===== src/rtl/writeback_arbiter_pkg.sv =====
// Shared types and constants for the writeback arbiter slice.
package writeback_arbiter_pkg;
  localparam int WIDTH             = 16;
  localparam int LOG_NUM_REGISTERS = 3;
  localparam int NUM_REGISTERS     = 8;

  // Which stream owns the register-file write port this cycle
  typedef enum logic [1:0] {SRC_NONE, SRC_MEM, SRC_BUF, SRC_ALU} wb_src_t;

  // One register-file write: destination and data
  typedef struct packed {
    logic [LOG_NUM_REGISTERS-1:0] addr;
    logic [WIDTH-1:0]             data;
  } wb_req_t;
endpackage


===== src/rtl/writeback_arbiter_if.sv =====
// Bundle of result streams, issue/scoreboard and register-file write port.
interface writeback_arbiter_if;
  import writeback_arbiter_pkg::*;

  logic                         alu_valid;
  logic [LOG_NUM_REGISTERS-1:0] alu_addr;
  logic [WIDTH-1:0]             alu_data;
  logic                         alu_ready;
  logic                         mem_valid;
  logic [LOG_NUM_REGISTERS-1:0] mem_addr;
  logic [WIDTH-1:0]             mem_data;
  logic                         issue_valid;
  logic [LOG_NUM_REGISTERS-1:0] issue_addr;
  logic [NUM_REGISTERS-1:0]     pending;
  logic                         protocol_err;
  logic                         writeEnable;
  logic [LOG_NUM_REGISTERS-1:0] writeAddr;
  logic [WIDTH-1:0]             d;

  // Pipeline side: produces results and issues destinations
  modport master (
    output alu_valid, alu_addr, alu_data, mem_valid, mem_addr, mem_data,
           issue_valid, issue_addr,
    input  alu_ready, pending, protocol_err, writeEnable, writeAddr, d
  );

  // Arbiter side
  modport slave (
    input  alu_valid, alu_addr, alu_data, mem_valid, mem_addr, mem_data,
           issue_valid, issue_addr,
    output alu_ready, pending, protocol_err, writeEnable, writeAddr, d
  );
endinterface


===== src/rtl/writeback_arbiter_fifo.sv =====
// Small in-order skid buffer holding ALU results that lost arbitration.
module wb_skid_fifo
  import writeback_arbiter_pkg::*;
#(
  parameter int BUF_DEPTH = 2
) (
  input  logic    clk,
  input  logic    rst_n,
  input  logic    push_i,
  input  logic    pop_i,
  input  wb_req_t din_i,
  output wb_req_t head_o,
  output logic    full_o,
  output logic    empty_o
);
  localparam int PW = $clog2(BUF_DEPTH);
  localparam int CW = $clog2(BUF_DEPTH + 1);

  wb_req_t [BUF_DEPTH-1:0] mem_q;
  logic [PW-1:0]           rd_ptr_q, wr_ptr_q;
  logic [CW-1:0]           count_q;
  logic                    do_push, do_pop;

  assign full_o  = (count_q == CW'(BUF_DEPTH));
  assign empty_o = (count_q == '0);
  assign head_o  = mem_q[rd_ptr_q];
  assign do_push = push_i && !full_o;
  assign do_pop  = pop_i && !empty_o;

  // Storage, pointers (wrap naturally, depth is a power of 2) and occupancy
  always_ff @(posedge clk or negedge rst_n) begin
    if (!rst_n) begin
      mem_q    <= '0;
      rd_ptr_q <= '0;
      wr_ptr_q <= '0;
      count_q  <= '0;
    end else begin
      if (do_push) begin
        mem_q[wr_ptr_q] <= din_i;
        wr_ptr_q        <= wr_ptr_q + PW'(1);
      end
      if (do_pop) rd_ptr_q <= rd_ptr_q + PW'(1);
      case ({do_push, do_pop})
        2'b10:   count_q <= count_q + CW'(1);
        2'b01:   count_q <= count_q - CW'(1);
        default: count_q <= count_q;
      endcase
    end
  end
endmodule


===== src/rtl/writeback_arbiter.sv =====
// Merges mem and ALU results onto the register-file write port and keeps
// the per-register pending scoreboard used by decode for hazard stalls.
module writeback_arbiter
  import writeback_arbiter_pkg::*;
#(
  parameter int BUF_DEPTH = 2
) (
  input  logic               clk,
  input  logic               reset,
  writeback_arbiter_if.slave wb
);
  wb_src_t                  sel;
  wb_req_t                  alu_req, mem_req, head, wr_d;
  logic                     full, empty, push, pop;
  logic                     we_q;
  wb_req_t                  wr_q;
  logic [NUM_REGISTERS-1:0] pending_q, pending_d;
  logic                     perr_q, perr_d, clr_hit;

  assign alu_req = {wb.alu_addr, wb.alu_data};
  assign mem_req = {wb.mem_addr, wb.mem_data};

  // No pass-through while full, even if the head pops this cycle
  assign wb.alu_ready = !full;

  // Fixed priority: loads never stall, buffered ALU results before new ones
  always_comb begin
    sel = SRC_NONE;
    if (wb.mem_valid)                sel = SRC_MEM;
    else if (!empty)                 sel = SRC_BUF;
    else if (wb.alu_valid)           sel = SRC_ALU;
  end

  // Any accepted ALU result not written directly goes into the buffer
  assign push = wb.alu_valid && !full && (sel != SRC_ALU);
  assign pop  = (sel == SRC_BUF);

  // Data for the selected source
  always_comb begin
    wr_d = '0;
    case (sel)
      SRC_MEM: wr_d = mem_req;
      SRC_BUF: wr_d = head;
      SRC_ALU: wr_d = alu_req;
      default: wr_d = '0;
    endcase
  end

  wb_skid_fifo #(.BUF_DEPTH(BUF_DEPTH)) u_fifo (
    .clk     (clk),
    .rst_n   (reset),
    .push_i  (push),
    .pop_i   (pop),
    .din_i   (alu_req),
    .head_o  (head),
    .full_o  (full),
    .empty_o (empty)
  );

  // Registered write port; addr/data hold when nothing is selected
  always_ff @(posedge clk or negedge reset) begin
    if (!reset) begin
      we_q <= 1'b0;
      wr_q <= '0;
    end else begin
      we_q <= (sel != SRC_NONE);
      if (sel != SRC_NONE) wr_q <= wr_d;
    end
  end

  // A register being written on this edge is no longer outstanding, so
  // re-issuing it on the same edge is legal
  assign clr_hit = we_q && (wr_q.addr == wb.issue_addr);

  // Scoreboard next state: clear on write, set on issue (set wins)
  always_comb begin
    pending_d = pending_q;
    if (we_q)           pending_d[wr_q.addr]     = 1'b0;
    if (wb.issue_valid) pending_d[wb.issue_addr] = 1'b1;
    perr_d = perr_q | (wb.issue_valid && pending_q[wb.issue_addr] && !clr_hit);
  end

  // Scoreboard and sticky error state
  always_ff @(posedge clk or negedge reset) begin
    if (!reset) begin
      pending_q <= '0;
      perr_q    <= 1'b0;
    end else begin
      pending_q <= pending_d;
      perr_q    <= perr_d;
    end
  end

  assign wb.writeEnable  = we_q;
  assign wb.writeAddr    = wr_q.addr;
  assign wb.d            = wr_q.data;
  assign wb.pending      = pending_q;
  assign wb.protocol_err = perr_q;
endmodule

===== src/flat_wrapper.sv =====
// flat-port wrapper written by rule: the top's interface ports become plain ports
module writeback_arbiter_flat import writeback_arbiter_pkg::*;
#(
  parameter int BUF_DEPTH = 2
)
  (clk, reset, wb_alu_valid, wb_alu_addr, wb_alu_data, wb_mem_valid, wb_mem_addr, wb_mem_data, wb_issue_valid, wb_issue_addr, wb_alu_ready, wb_pending, wb_protocol_err, wb_writeEnable, wb_writeAddr, wb_d);
  writeback_arbiter_if wb_i ();
  input  logic clk;
  input  logic reset;
  input wire logic [$bits(wb_i.alu_valid)-1:0] wb_alu_valid;
  input wire logic [$bits(wb_i.alu_addr)-1:0] wb_alu_addr;
  input wire logic [$bits(wb_i.alu_data)-1:0] wb_alu_data;
  input wire logic [$bits(wb_i.mem_valid)-1:0] wb_mem_valid;
  input wire logic [$bits(wb_i.mem_addr)-1:0] wb_mem_addr;
  input wire logic [$bits(wb_i.mem_data)-1:0] wb_mem_data;
  input wire logic [$bits(wb_i.issue_valid)-1:0] wb_issue_valid;
  input wire logic [$bits(wb_i.issue_addr)-1:0] wb_issue_addr;
  output wire logic [$bits(wb_i.alu_ready)-1:0] wb_alu_ready;
  output wire logic [$bits(wb_i.pending)-1:0] wb_pending;
  output wire logic [$bits(wb_i.protocol_err)-1:0] wb_protocol_err;
  output wire logic [$bits(wb_i.writeEnable)-1:0] wb_writeEnable;
  output wire logic [$bits(wb_i.writeAddr)-1:0] wb_writeAddr;
  output wire logic [$bits(wb_i.d)-1:0] wb_d;
  assign wb_i.alu_valid = wb_alu_valid;
  assign wb_i.alu_addr = wb_alu_addr;
  assign wb_i.alu_data = wb_alu_data;
  assign wb_i.mem_valid = wb_mem_valid;
  assign wb_i.mem_addr = wb_mem_addr;
  assign wb_i.mem_data = wb_mem_data;
  assign wb_i.issue_valid = wb_issue_valid;
  assign wb_i.issue_addr = wb_issue_addr;
  assign wb_alu_ready = wb_i.alu_ready;
  assign wb_pending = wb_i.pending;
  assign wb_protocol_err = wb_i.protocol_err;
  assign wb_writeEnable = wb_i.writeEnable;
  assign wb_writeAddr = wb_i.writeAddr;
  assign wb_d = wb_i.d;
  writeback_arbiter #(.BUF_DEPTH(BUF_DEPTH)) u_core (.clk(clk), .reset(reset), .wb(wb_i));
endmodule

===== config.mk =====
export PLATFORM = sky130hd
export DESIGN_NAME = writeback_arbiter_flat
export DESIGN_NICKNAME = d
export VERILOG_FILES = /design/src/rtl/writeback_arbiter_pkg.sv /design/src/rtl/writeback_arbiter_if.sv /design/src/rtl/writeback_arbiter_fifo.sv /design/src/rtl/writeback_arbiter.sv /design/src/flat_wrapper.sv
export SDC_FILE = /design/constraint.sdc
export NUM_CORES = 1
export LEC_CHECK = 0
export ABC_AREA = 1
export CAP_MARGIN = 20
export CORE_UTILIZATION = 31
export CTS_BUF_LIST = sky130_fd_sc_hd__clkbuf_2 sky130_fd_sc_hd__clkbuf_4 sky130_fd_sc_hd__clkbuf_8
export DETAILED_ROUTE_END_ITERATION = 16
export SYNTH_ARGS = -nofsm -noshare
export SYNTH_HDL_FRONTEND = slang
export SYNTH_SLANG_ARGS = --single-unit

===== constraint.sdc =====
create_clock -name clk -period 3.3 [get_ports clk]
set_clock_uncertainty 0.2 [all_clocks]
set_input_delay 0.825 -clock clk [delete_from_list [all_inputs] [get_ports clk]]
set_output_delay 0.825 -clock clk [all_outputs]
set_load 0.02 [all_outputs]

**After elaboration in Yosys (flattened, before gate mapping)**

Cells that the tools add are included.

- Flip-flop bits (word level): 71
- Output and inout bits: 30
- Word-level logic and storage cells: 69

- $add $sub $neg: 4
- Order comparisons: 7
- Equal/unequal tests: 8
- Multiplexer cells: 18
- Bitwise operators: 4
- Reductions and logical operators: 16

Operator list:

| kind | number |
|---|---|
| $mux 19 | 3 |
| $pmux 19 s3 | 1 |
| $bwmux 38 | 1 |
| $demux 19 s1 | 1 |
| $mux 8 | 2 |
| $logic_and 1x1->1 | 10 |
| $and 8x8->8 | 1 |
| $eq 2x2->1 const B | 4 |
| $lt 3x4->1 const B | 2 |
| $not 8->8 | 1 |
| $or 8x8->8 | 1 |
| $demux 1 s3 | 2 |
| $ge 3x1->1 const B | 2 |
| $mux 2 | 3 |
| $eq 2x1->1 const B | 2 |
| $lt 1x2->1 const B | 2 |
| $pmux 2 s2 | 1 |
| $reduce_bool 2->1 | 2 |
| $bmux 1 s3 | 1 |
| $eq 3x3->1 | 1 |
| $logic_not 1->1 | 3 |
| $mux 1 | 3 |
| $add 1x1->1 const B | 2 |
| $add 2x1->2 const B | 1 |
| 5 further kinds | 5 |

**Logic depth before layout (Yosys ltp)**

Gate-level depths: netlist of the first run.

- Word-level depth: 9
- Gate-level depth with buffers: 9
- Gate-level depth less buffers: 8

**Hierarchy**

A second synthesis of the first run with hierarchy kept.

- Cells, all modules: 483
- Area, all modules: 3616.0 um^2

By module, submodules not included:

| module | times used | cells an instance | area an instance (um^2) | sequential area each (um^2) |
|---|---|---|---|---|
| wb_skid_fifo | 1 | 261 | 2055.7 | 1051.0 |
| writeback_arbiter | 1 | 222 | 1560.2 | 725.7 |

**Worst setup path after synthesis of the first run**

No wires, ideal clock.

- Kind: input-to-reg
- Start: in wb_alu_valid
- End: reg u_core.u_fifo.count_q[1]
- Setup time: 0.125 ns
- Data arrival time: 1.964 ns
- Data required time: 2.975 ns
- Path slack: 1.010 ns
- Stages: 9
- Path through: inv_1 nor2_1 nand2_1 nand2_2 clkbuf_1 ha_1 a21oi_1 o21ai_0 xnor2_1

- Word-level cells in the longest chain between the ends: 8
- Elaborated cells between the ends (all ways): 13
- Classes of those cells: 4 x eq/ne; 4 x mux; 5 x reduce/logical

RTL lines:

| item | RTL line | source |
|---|---|---|
| start, declared | flat_wrapper.sv:10 | `input wire logic [$bits(wb_i.alu_valid)-1:0] wb_alu_valid;` |
| $mux 2 | writeback_arbiter.sv:31 | `else if (wb.alu_valid) sel = SRC_ALU;` |
| $mux 2 | writeback_arbiter.sv:30 | `else if (!empty) sel = SRC_BUF;` |
| $mux 2 | writeback_arbiter.sv:29 | `if (wb.mem_valid) sel = SRC_MEM;` |
| $ne 2x2->1 | writeback_arbiter.sv:35 | `assign push = wb.alu_valid && !full && (sel != SRC_ALU);` |
| $logic_and 1x1->1 | writeback_arbiter.sv:35 |  |
| $logic_and 1x1->1 | writeback_arbiter_fifo.sv:27 | `assign do_push = push_i && !full_o;` |
| $eq 2x1->1 / $eq 2x2->1 (equally long branches) | writeback_arbiter_fifo.sv:43 | `case ({do_push, do_pop})` |
| $pmux 2 s2 / $reduce_bool 2->1 (equally long branches) | - |  |
| end signal, assigned | writeback_arbiter_fifo.sv:44 | `2'b10: count_q <= count_q + CW'(1);` |
| end signal, assigned | writeback_arbiter_fifo.sv:45 | `2'b01: count_q <= count_q - CW'(1);` |
| end signal, assigned | writeback_arbiter_fifo.sv:46 | `default: count_q <= count_q;` |
| end, declared | writeback_arbiter_fifo.sv:21 | `logic [CW-1:0] count_q;` |

Several ways; a longest one is shown, not always the timed one.
A chain may end at the register's enable or synchronous reset.

**Final worst setup path of the first run**

- Start: reg u_core.u_fifo.count_q[0]
- End: out wb_alu_ready

- Word-level cells in the longest chain between the ends: 2

RTL lines:

| item | RTL line | source |
|---|---|---|
| $eq 2x2->1 | writeback_arbiter_fifo.sv:24 | `assign full_o = (count_q == CW'(BUF_DEPTH));` |
| $logic_not 1->1 | writeback_arbiter.sv:24 | `assign wb.alu_ready = !full;` |
| end, declared | flat_wrapper.sv:18 | `output wire logic [$bits(wb_i.alu_ready)-1:0] wb_alu_ready;` |

Every way passes these cells.

==> impl_results.md, run 1 <==
- Outcome: finished clean
- R2R cell count: 4
- Crit path kind: register to output port
- Post-CTS Hold Buffers: 0
- DP Area: approximately 4300 sq um
- Final nets: approximately 560
- Cell count after placement: 643
- Commonest non-fill, non-tap cell in the layout: nand2_1
- Most frequent cells in the layout: 186 x nand2_1, 74 x clkdlybuf4s50_1, 71 x dfrtp_1, 63 x o21ai_0, 45 x inv_1
- H-tree levels: 3
- Count of final setup violators: 0
- Final Hold Slack: 0.268 ns
- #FFs+latches synth: 71
- Drt drc: 0
- Post-layout instance area: about 4600 sq um
- Die W: roughly 110 um
- CP required: 2.27 ns
- Root buf cell: clkbuf_8
- Slew Limit Fails: 0
- Hpwl dp: 5820 um
- Global-route wire length before repair: ~15000 um
- Share of layout cells above drive strength 1: 0.0827
- Starting Density: 0.317
- CTS Buffer Depth: 2
- Fin util: 0.421
- Final WS setup: approximately 0.8 ns
- RSZ-0062 raised after global routing: no
- Routability congestion estimate: 0.868
- Tcrit/Tclk final: 0.761
- Pwr/cell area: 865 nW/um^2
- CP Depth: 3
- Routed WL: 8880 um
- Via Count: 3095
- Syn nets: 491
- Post-Layout Cell Count: between 600 and 700
- Crit. End Element: output port
- # diodes: 0
- P_leak: 2.10 nW
- Critical path buffers and inverters: 2
- Netlist cell types: 23
- R2r endpoint: u_core.u_fifo.mem_q[35]
- PortBufs: 75
- IO Pins: 76
- Fin Setup TNS: 0 ns
- Seq/Total Area, Yosys: 0.517
- Worst-path clk slew: 0.08 ns
- Setup crit start kind: register
- DRT iter0 DRCs: between 150 and 200
- Hold_sp: u_core.wb.protocol_err
- Worst Path Arrival: 1.49 ns
- Syn Inst Count: roughly 440
- Cell Rows: 38
- FF+latch area: 1780 sq um
- Post_cts resized: 0
- Layout area overhead: 32.7%
- Initial antenna violation count: 0
- Fmax: 398 MHz
- Cells along the critical path: inv_2, nand2_1, clkdlybuf4s50_1
- Iteration count of the initial detailed-routing pass: 5
- Worst-Skew Late Latency: about 0.34 ns
- Worst Path Max Fanout: 5
- Final hold violations: 0
- Warnings from Yosys: 0
- Hold Path End: u_core.wb.protocol_err
- Multi-input logic area: 1380 sq um
- Clock Sinks: 71
- Crit path time final: 2.51 ns
- CTS tree: yes
- Total GRT Usage: 0.169
- CTS buffer count: 9
- CP peak stage delay: 0.60 ns
- Worst Max-Slew Pin Slew: ~0.91 ns
- Slew HR: 0.392
- Post-CTS setup buffers: 0
- Pre-CTS setup slack: ~0.46 ns
- Hold Crit Class: register to register
- Via-to-Cell Ratio: between 4 and 5
- Setup slack, reg-to-reg: 1.24 ns
- Layout fillers: 1130
- Slowest stage cell, crit path: clkdlybuf4s50_1
- Synthesized cell area: 3440 sq um
- Largest net degree at the start of global routing: 72
- Routed len/inst: 13.5 um
- Die H: 107 um
- Max-cap violations: 0
- CP delay by family, top: buffers and inverters
- Die Area: 11500 sq um
- Critical R2R Launch: u_core.u_fifo.wr_ptr_q
- Post-Syn Area per Cell: 7.74 sq um
- Global route overflow: 0
- CP Launch Point: u_core.u_fifo.count_q[0]
- Core box area: 10800 sq um
- Vias in the first global route: ~3.0k
- Tot Pwr: 3.95 mW
- Hold depth: 2
- Routed Antenna Nets: 0
- VDD IR max: 0.467 mV
cells by family after synthesis:
| group | synth area share |
|---|---|
| AND/OR/NAND/NOR | 0.262 |
| AO/OA/AOI/OAI | 0.125 |
| flip-flops | 0.517 |
| buffers and inverters | 0.0851 |
| XOR/XNOR | 0.00764 |
| adder cells (fa/ha/maj) | 0.00364 |
cell type report:
type,count,share of cell area
clock buffer,11,0.0332
clock inverter,5,0.0173
inverter,47,0.0387
multi-input combinational,304,0.303
sequential,71,0.389
tap,140,0.0384
timing repair buffer,82,0.180
registers in the layout, summed over array words and instances, names as in the netlist:
register                flops
u_core.u_fifo.wr_ptr_q      1
u_core.wb.pending           8
u_core.u_fifo.count_q       2
u_core.wb.writeAddr         3
u_core.wb.protocol_err      1
u_core.u_fifo.mem_q        38
u_core.wb.writeEnable       1
u_core.wb.d                16
u_core.u_fifo.rd_ptr_q      1
synthesized netlist by cell type:
library cell | count | area, sq um
buf_1 | 1 | 3.75
o21ai_0 | 63 | 315
nand4_1 | 19 | 119
buf_2 | 8 | 40.0
xor2_1 | 1 | 8.76
clkbuf_1 | 9 | 33.8
nand3_1 | 5 | 25.0
buf_6 | 3 | 33.8
inv_1 | 45 | 169
a21oi_2 | 1 | 8.76
clkbuf_2 | 1 | 5.00
clkinv_1 | 1 | 3.75
nand2_2 | 1 | 6.26
dfrtp_1 | 71 | 1780
nor2_2 | 2 | 12.5
inv_2 | 1 | 3.75
nor3_1 | 1 | 5.00
xnor2_1 | 2 | 17.5
o21ai_2 | 11 | 96.3
ha_1 | 1 | 12.5
a21oi_1 | 2 | 10.0
nand2_1 | 186 | 698
nor2_1 | 9 | 33.8
tightest hold or removal path: stages, from the launching register on:
cell	delay (ns)
dfrtp_1	0.35
inv_1	0.04
nand2_1	0.05
worst max-delay path by stage:
stage | end
after global routing | u_core.u_fifo.mem_q[28]
after detailed placement | u_core.u_fifo.mem_q[35]
after global placement | u_core.u_fifo.mem_q[21]
final | wb_alu_ready
after CTS | wb_alu_ready
after floorplan | u_core.u_fifo.count_q[1]
per-layer routing:
layer,routed length [um],GRT usage,part of all wire,vias up
li1,-,-,-,1543
met1,4160,0.223,0.47,1475
met2,4270,0.279,0.48,71
met3,386,0.0333,0.043,6
met4,70,0.0509,0.0079,0
met5,0,0,0,-
power breakdown:
group | total, mW | internal (mW) | leakage, nW | switching, mW
registers | 1.49 | 1.26 | 0.864 | 0.230
clock network | 0.796 | 0.467 | 0.120 | 0.329
logic | 1.66 | 0.693 | 1.11 | 0.969
total | 3.95 | 2.42 | 2.10 | 1.53
Power figures use the tool's default switching activity.
==> inputs of run 2 (changes only) <==
==> constraint.sdc (replaced) <==
create_clock -name clk -period 2.6 [get_ports clk]
set_clock_uncertainty 0.2 [all_clocks]
set_input_delay 0.65 -clock clk [delete_from_list [all_inputs] [get_ports clk]]
set_output_delay 0.65 -clock clk [all_outputs]
set_load 0.02 [all_outputs]
==> impl_results.md, run 2 (synthesized netlist as in run 1, its figures left out) <==
- Layout fillers: 1120
- Share of layout cells above drive strength 1: 0.0897
- Slew Limit Fails: 0
- Drt drc: 0
- # diodes: 0
- PortBufs: 75
- Critical path buffers and inverters: 2
- Post-Layout Cell Count: 664
- CP required: roughly 1.8 ns
- Max-cap violations: 0
- Post-CTS setup buffers: 0
- Cells along the critical path: inv_2, nand2_1, clkdlybuf4s50_1
- Global route overflow: 0
- CTS buffer count: 9
- CTS tree: yes
- Switch share: 0.383
- Crit. End Element: output port
- Routability congestion estimate: 0.842
- Outcome: finished clean
- Initial antenna violation count: 0
- Switching Power: 1.94 mW
- Internal: around 3.1 mW
- Most frequent cells in the layout: 186 x nand2_1, 74 x clkdlybuf4s50_1, 71 x dfrtp_1, 63 x o21ai_0, 45 x inv_1
- Post-CTS Hold Buffers: 0
- RSZ-0062 raised after global routing: no
- Final hold violations: 0
- Core box area: 10800 sq um
- Clk pwr share: 0.223
- Fmax: 419 MHz
- Clock Sinks: 71
- Top reg by flops: u_core.u_fifo.mem_q
- Max reg flops: 38
- Crit path kind: register to output port
- Post_cts resized: 0
- Sequential Power Share: 0.379
- DRT iter0 DRCs: about 200
- Routed WL: 8660 um
- Die Area: roughly 12000 sq um
- Hpwl dp: around 6000 um
- Routed len/inst: 13.0 um
- IO Pins: 76
- Worst Path Max Fanout: 5
- CP delay by family, top: buffers and inverters
- Count of final setup violators: 0
- Pwr/cell area: 1100 nW/um^2
- Starting Density: 0.317
- Worst-path clk slew: 0.09 ns
- Global-route wire length before repair: between 10000 and 15000 um
- CP peak stage delay: 0.60 ns
- Post-layout instance area: 4610 sq um
- Commonest non-fill, non-tap cell in the layout: nand2_1
- Hold Crit Class: input port to async pin
- Cell Rows: 38
- Fin util: 0.425
- Die W: around 110 um
- Cell count after placement: 648
- Vias in the first global route: 2823
- VDD IR max: 0.528 mV
- Setup crit start kind: register
- H-tree levels: 3
- DP Area: between 4000 and 5000 sq um
- Via Count: 3062
- Largest net degree at the start of global routing: 38
- Combinational Power Share: 0.399
- Final WS setup: 0.211 ns
- Worst-Skew Late Latency: 0.37 ns
- Pre-CTS setup slack: -0.00960 ns
- Slowest stage cell, crit path: clkdlybuf4s50_1
- Root buf cell: clkbuf_8
- FF+latch area: 1780 sq um
- Fin Setup TNS: 0 ns
- Worst Path Arrival: 1.54 ns
- Multi-input logic area: approximately 1400 sq um
- Tcrit/Tclk final: 0.919
- Routed Antenna Nets: 0
- CTS Buffer Depth: 2
- Via-to-Cell Ratio: roughly 4.6
- P_leak: between 2 and 2.5 nW
- Worst Max-Slew Pin Slew: between 0.8 and 0.9 ns
- Layout area overhead: 34.0%
- Iteration count of the initial detailed-routing pass: 4
- Final nets: 566
- Slew HR: 0.439
- Die H: roughly 110 um
- Total GRT Usage: 0.166
- Crit path time final: 2.39 ns
-- run 2: cell types whose count changed in the layout (fill, tap and decap cells not counted), sizes merged --
cell      change
clkbuf        -1
clkinv        -2
clkinvlp      +1
buf           +4
inv           +1
bufinv        +1
-- run 2: layout make-up --
cell class | count | share of cell area
flip-flops and latches | 71 | 0.386
clock inverters | 6 | 0.0250
multi-input cells | 304 | 0.300
inverters | 47 | 0.0383
well taps | 140 | 0.0380
repair buffers | 86 | 0.183
clock buffers | 10 | 0.0299
-- run 2: layer usage --
metal | global-route usage | up-vias | wire, um
met3 | 0.0321 | 10 | 373
met1 | 0.237 | 1428 | 4300
met4 | 0.0705 | 0 | 147
met5 | 0 | - | 0
met2 | 0.246 | 72 | 3840
li1 | - | 1552 | -
-- run 2: power groups by stage --
stage                     Combinational [mW]  Clock (mW)  Sequential [mW]
after detailed placement                2.05           0             1.94
after CTS                               2.05        1.15             1.92
after global routing                    2.28        1.20             1.98
final                                   2.02        1.13             1.92
after floorplan                         1.12           0             2.06
after global placement                  2.01           0             1.93
-- run 2: per-stage QoR --
stage                     power [mW]  hold WS, ns
final                           5.07       0.0415
after global routing            5.47       0.0759
after CTS                       5.12       0.0571
after detailed placement        3.99        0.250
after global placement          3.94        0.251
after floorplan                 3.18        0.154
-- run 2: final timing paths --
kind / from / endpoint / slack (ns) / depth (start not counted)
setup / recovery: u_core.u_fifo.count_q[0] / wb_alu_ready / 0.21 / 3
hold / removal: reset / u_core.u_fifo.wr_ptr_q / 0.04 / 1
setup reg to reg: u_core.u_fifo.wr_ptr_q / u_core.u_fifo.mem_q[20] / 0.63 / 4
hold reg to reg: u_core.wb.protocol_err / u_core.wb.protocol_err / 0.26 / 2
max in group asynchronous: reset / u_core.u_fifo.mem_q[10] / 1.61 / 2
min in group clk: u_core.wb.protocol_err / u_core.wb.protocol_err / 0.26 / 2
==> inputs of run 3 (changes only) <==
--- a/config.mk
+++ b/config.mk
@@ -10,6 +10,7 @@
 export CORE_UTILIZATION = 31
 export CTS_BUF_LIST = sky130_fd_sc_hd__clkbuf_2 sky130_fd_sc_hd__clkbuf_4 sky130_fd_sc_hd__clkbuf_8
 export DETAILED_ROUTE_END_ITERATION = 16
+export SLEW_MARGIN = 20
 export SYNTH_ARGS = -nofsm -noshare
 export SYNTH_HDL_FRONTEND = slang
 export SYNTH_SLANG_ARGS = --single-unit
==> results of run 3 <==
No change in the layout: final DEF, timing and power equal those of run 2.
==> edit 1: new RTL, flow settings as in run 2 <==
`NUM_REGISTERS`: 8 -> 12.
--- a/src/rtl/writeback_arbiter_pkg.sv
+++ b/src/rtl/writeback_arbiter_pkg.sv
@@ -3,5 +3,5 @@
   localparam int WIDTH             = 16;
   localparam int LOG_NUM_REGISTERS = 3;
-  localparam int NUM_REGISTERS     = 8;
+  localparam int NUM_REGISTERS     = 12;
 
   // Which stream owns the register-file write port this cycle
Interface: changed (resized wb_pending); port bits go from 76 to 80. The function was not compared with the original's and may differ.
==> edit 1 against run 2 <==
  * Global-route usage increased by 0.25 points
  * Combinational power increased by 2%
  * Routed wire length increased by 2.8%
  * Cell area decreased by 0.38%
  * Setup slack improved by 0.023 ns
  * Synthesized area increased by 0.98%
  * Register-to-register slack improved by 0.15 ns
  * Fmax increased by 0.99%
  * Utilization decreased by 0.35 points
  * Power decreased by 3.6%
  * Sequential cell count unchanged
  * Critical path type unchanged
  * Critical endpoint unchanged
==> edit 1: results (changes against run 2) <==
| Metric | Value |
|---|---|
| Status | finished, final reports clean |
| Synth cell types | 24 (+4.3%) |
| R2r setup slk | 0.78 ns (+0.15 ns) |
| Setup slack at placement | 0.152 ns (+0.162 ns) |
| WL/cell | 13.3 um (+1.7%) |
| Total GRT Usage | 0.169 (+0.00254) |
| Final #Nets | 573 (+1.2%) |
| WL met2 | 4050 um (+5.7%) |
| Hpwl dp | 6160 um (+2.2%) |
| GPL Wtd Cong | 0.847 (+0.63%) |
| Root Driver | clkbuf_8 |
| Pin count of the biggest net entering global routing | 43 (+13%) |
| Fraction of layout cells with a size suffix above 1 | 0.0942 (+0.00447) |
| Ant diodes | 0 (unchanged) |
| Worst skew pair latency | 0.35 ns (-0.02 ns) |
| Post-route met1 wirelength | 4340 um (+0.88%) |
| Worst min-delay path category | in2async |
| Global-route wire length before repair | 15000 um (+4.0%) |
| Largest cells by area after synthesis | dfrtp_1 (51%), nand2_1 (20%), o21ai_0 (9.1%) |
| Worst-path clk slew | 0.08 ns |
| P_leak | 2.12 nW (+0.15%) |
| Tightest Pin Transition | 0.808 ns (-0.0316 ns) |
| Vias in the first global route | 3042 (+7.8%) |
| H-tree Lvls | 3 (unchanged) |
| Vias | 3078 (+0.52%) |
| Met3 routed WL | 394 um (+5.6%) |
| Register area share after synthesis | 0.512 (-0.00503) |
| First DRT Iteration DRCs | 159 (-22%) |
| RR Startpoint | u_core.u_fifo.rd_ptr_q |
| Setup crit end | wb_alu_ready |
| Worst vdd ir | 0.486 mV (-7.9%) |
| Placed standard-cell area | 4390 um^2 (+0.86%) |
| Worst reg2reg endpoint | u_core.wb.d[14] |
| Final setup margin | 0.234 ns (+0.0235 ns) |
edit 1: cell count changes after synthesis:
cell,run 2,this run
buf_1,1,0
buf_4,0,4
clkbuf_1,9,10
conb_1,0,1
edit 1: metrics by stage:
stage	hold WS (ns)	std cells	utilization
2_1_floorplan	0.154	452	-
3_3_place_gp	0.251	655	0.403
3_5_place_dp	0.259	655	0.403
4_1_cts	0.112	671	0.422
5_1_grt	0.129	671	0.422
6_report	0.0892	671	0.422
edit 1: area by class of cell:
type / instances / area (um^2)
tap: 140 / 175
sequential: 71 / 1780
clock buffer: 10 / 138
clock inverter: 6 / 60.1
timing repair buffer: 89 / 866
fill: 1109 / 6300
multi-input combinational: 308 / 1400
inverter: 47 / 176
edit 1: logic make-up (layout without fill, tap and decap cells):
family | Yosys count | in the layout | share of synthesized area
AND/OR/NAND/NOR | 223 | 223 | 0.259
AO/OA/AOI/OAI | 77 | 77 | 0.124
buffers and inverters | 73 | 152 | 0.0930
flip-flops | 71 | 71 | 0.512
XOR/XNOR | 3 | 3 | 0.00757
adder cells (fa/ha/maj) | 1 | 1 | 0.00360
other | 1 | 4 | 0.00108
edit 1: metal layers:
metal	up-vias	GRT usage
li1	1561	-
met1	1426	0.231
met2	78	0.269
met3	13	0.0327
met4	0	0.0509
met5	-	0
edit 1: worst max-delay path: stages, from the launching register on:
cell and delay (ns):
dfrtp_1 0.45, inv_2 0.06, nand2_1 0.06, clkdlybuf4s50_1 0.60
edit 1: report_power, final:
part | switching, mW | internal, mW | leakage, nW
logic | 1.19 | 0.877 | 1.16
clock network | 0.425 | 0.464 | 0.0981
registers | 0.327 | 1.60 | 0.864
total | 1.95 | 2.94 | 2.12
==> edit 2: new RTL, config.mk and constraints of run 2 <==
Made on the original files. Make the reset (`reset` and `rst_n`) synchronous in 3 clocked blocks.
--- a/src/rtl/writeback_arbiter_fifo.sv
+++ b/src/rtl/writeback_arbiter_fifo.sv
@@ -29,5 +29,5 @@
 
   // Storage, pointers (wrap naturally, depth is a power of 2) and occupancy
-  always_ff @(posedge clk or negedge rst_n) begin
+  always_ff @(posedge clk) begin
     if (!rst_n) begin
       mem_q    <= '0;
--- a/src/rtl/writeback_arbiter.sv
+++ b/src/rtl/writeback_arbiter.sv
@@ -59,5 +59,5 @@
 
   // Registered write port; addr/data hold when nothing is selected
-  always_ff @(posedge clk or negedge reset) begin
+  always_ff @(posedge clk) begin
     if (!reset) begin
       we_q <= 1'b0;
@@ -82,5 +82,5 @@
 
   // Scoreboard and sticky error state
-  always_ff @(posedge clk or negedge reset) begin
+  always_ff @(posedge clk) begin
     if (!reset) begin
       pending_q <= '0;
Check against the original RTL: differs if reset is asserted again (counterexample within 4 cycles, from zero or initial values and one cycle with reset low); with reset held inactive, the same outputs for 10 cycles.
==> edit 2 against run 2 <==
  * Routed wire length rose by 0.40%
  * Sequential cell count did not move
  * Register-to-register slack improved by 0.18 ns
  * Utilization rose by 0.55 points
  * Power fell by 33%
  * Combinational power fell by 49%
  * Setup slack got worse by 0.041 ns
  * Non-clock buffer count rose by 3
  * Cell area fell by 3.1%
  * Synthesized area fell by 2.9%
  * Cell count rose by 9.5%
  * Largest cell class is now multi-input gates
==> edit 2: results (changes against run 2) <==
| Metric | Value |
|---|---|
| Status | finished, final reports clean |
| Fraction of layout cells with a size suffix above 1 | 0.0694 (-0.0203) |
| Worst reg2reg endpoint | u_core.u_fifo.count_q[1] |
| Synth cell types | 21 (-8.7%) |
| R2r setup slk | 0.81 ns (+0.18 ns) |
| Vias | 3361 (+9.8%) |
| YS warnings | 0 (unchanged) |
| Largest register by flop count | u_core.u_fifo.mem_q |
| Worst-path clk slew | 0.08 ns |
| CP Launch Type | flop |
| Pin count of the biggest net entering global routing | 37 (-2.6%) |
| Critical Path AT | 1.58 ns (+0.04 ns) |
| RR Startpoint | u_core.u_fifo.count_q[0] |
| Vias in the first global route | 3032 (+7.4%) |
| Ant diodes | 0 (unchanged) |
| Drt via density | 4.62 (+0.25%) |
| Cells after DPL | 711 (+9.7%) |
| Final #Nets | 633 (+12%) |
| Reg2Reg Depth | 9 (+5) |
| Worst Path Buf+Inv | 2 (unchanged) |
| Largest cells by area after synthesis | dfxtp_1 (43%), nand2_1 (13%), o21ai_0 (12%) |
| Syn Area/Cell | 6.53 um^2 (-16%) |
| Setup slack at placement | 0.0888 ns (+0.0984 ns) |
| Total GRT Usage | 0.163 (-0.00331) |
| Syn Nets | 558 (+14%) |
| WHS | 0.250 ns (+0.208 ns) |
| Maxcap violations | 0 (unchanged) |
| Placed standard-cell area | 4240 um^2 (-2.6%) |
| Hold path startpoint | u_core.u_fifo.mem_q[10] |
| Worst vdd ir | 0.306 mV (-42%) |
| H-tree Lvls | 3 (unchanged) |
| Initial antenna violation count | 0 (unchanged) |
| Ys flop type | dfxtp_1 |
| Post-CTS setup buffers | 0 (unchanged) |
| CP top delay family | buffers and inverters |
| Number of port buffers | 75 (unchanged) |
| Clock buffer count from CTS | 9 (unchanged) |
| WL/cell | 12.0 um (-8.3%) |
| Root Driver | clkbuf_8 |
| Hpwl dp | 6280 um (+4.3%) |
| Final setup fails | 0 (unchanged) |
| Asr flop ratio synth | 0 (-1.00) |
| Worst skew pair latency | 0.35 ns (-0.02 ns) |
| Worst min-delay path category | reg2reg |
| GPL Wtd Cong | 0.830 (-1.4%) |
| P_leak | 1.95 nW (-7.7%) |
| Crit Path Max Fanout | 6 (+1) |
| Register area share after synthesis | 0.426 (-0.0910) |
| Hold Path Stages | 2 |
| Sw Share | 0.338 (-0.0458) |
| Max incr delay on CP | 0.60 ns (about the same) |
| Tightest Pin Transition | 0.503 ns (-0.337 ns) |
| Clock tree buffer depth | 2 (unchanged) |
| First DRT Iteration DRCs | 134 (-34%) |
| Global-route wire length before repair | 14500 um (+0.57%) |
| Post_cts resized | 0 (unchanged) |
| Top cells by count, synth | nand2_1 (119), o21ai_0 (78), inv_1 (76) |
| Slowest cell on crit path | clkdlybuf4s50_1 |
==> edit 2: changes by cell type after synthesis, moves of 11 or more <==
cell	run 2	this run
a21oi_1	2	33
dfrtp_1	71	0
dfxtp_1	0	71
inv_1	45	76
nand2_1	186	119
nand3_1	5	23
nand4_1	19	0
nor2_1	9	66
o21ai_0	63	78
o21ai_2	11	0
==> edit 2: logic make-up (layout without fill, tap and decap cells) <==
kind of cell | after synthesis | after routing | synth area share
adder cells (fa/ha/maj) | 1 | 1 | 0.00375
AND/OR/NAND/NOR | 214 | 214 | 0.259
flip-flops | 71 | 71 | 0.426
AO/OA/AOI/OAI | 122 | 122 | 0.184
buffers and inverters | 103 | 183 | 0.127
==> edit 2: worst max-delay path by stage <==
stage          cells after the start                       end
2_1_floorplan                      9  u_core.u_fifo.count_q[1]
3_3_place_gp                      10  u_core.u_fifo.count_q[1]
3_5_place_dp                      10  u_core.u_fifo.count_q[1]
4_1_cts                            3              wb_alu_ready
5_1_grt                            3              wb_alu_ready
6_report                           3              wb_alu_ready
==> edit 2: power groups by stage <==
stage               Clock, mW  Sequential, mW  Combinational, mW
floorplan                   0            1.45              0.617
global placement            0            1.42               1.03
detailed placement          0            1.42               1.04
CTS                      1.00            1.40               1.05
global route             1.05            1.42               1.16
finish                  0.976            1.40               1.03
==> edit 2: layer usage <==
layer,wire (um),share of wire,global-route usage
met1,3950,0.45,0.211
met2,4200,0.48,0.268
met3,399,0.046,0.0322
met4,142,0.016,0.0575
met5,0,0,0
==> edit 2: layout make-up <==
type	instances	area (um^2)
repair buffers	89	863
well taps	136	170
clock buffers	10	138
inverters	78	293
clock inverters	6	83.8
multi-input cells	337	1500
flip-flops and latches	71	1420
fillers	1087	5900
==> edit 2: worst reg2reg max path, stage by stage (launching register included) <==
cell and delay, ns:
dfxtp_1 0.47, inv_2 0.07, a21oi_2 0.16, nand2_2 0.07, ha_1 0.29, inv_1 0.09, nand2_1 0.06, nor2_1 0.10
o21ai_0 0.08, a21oi_1 0.12
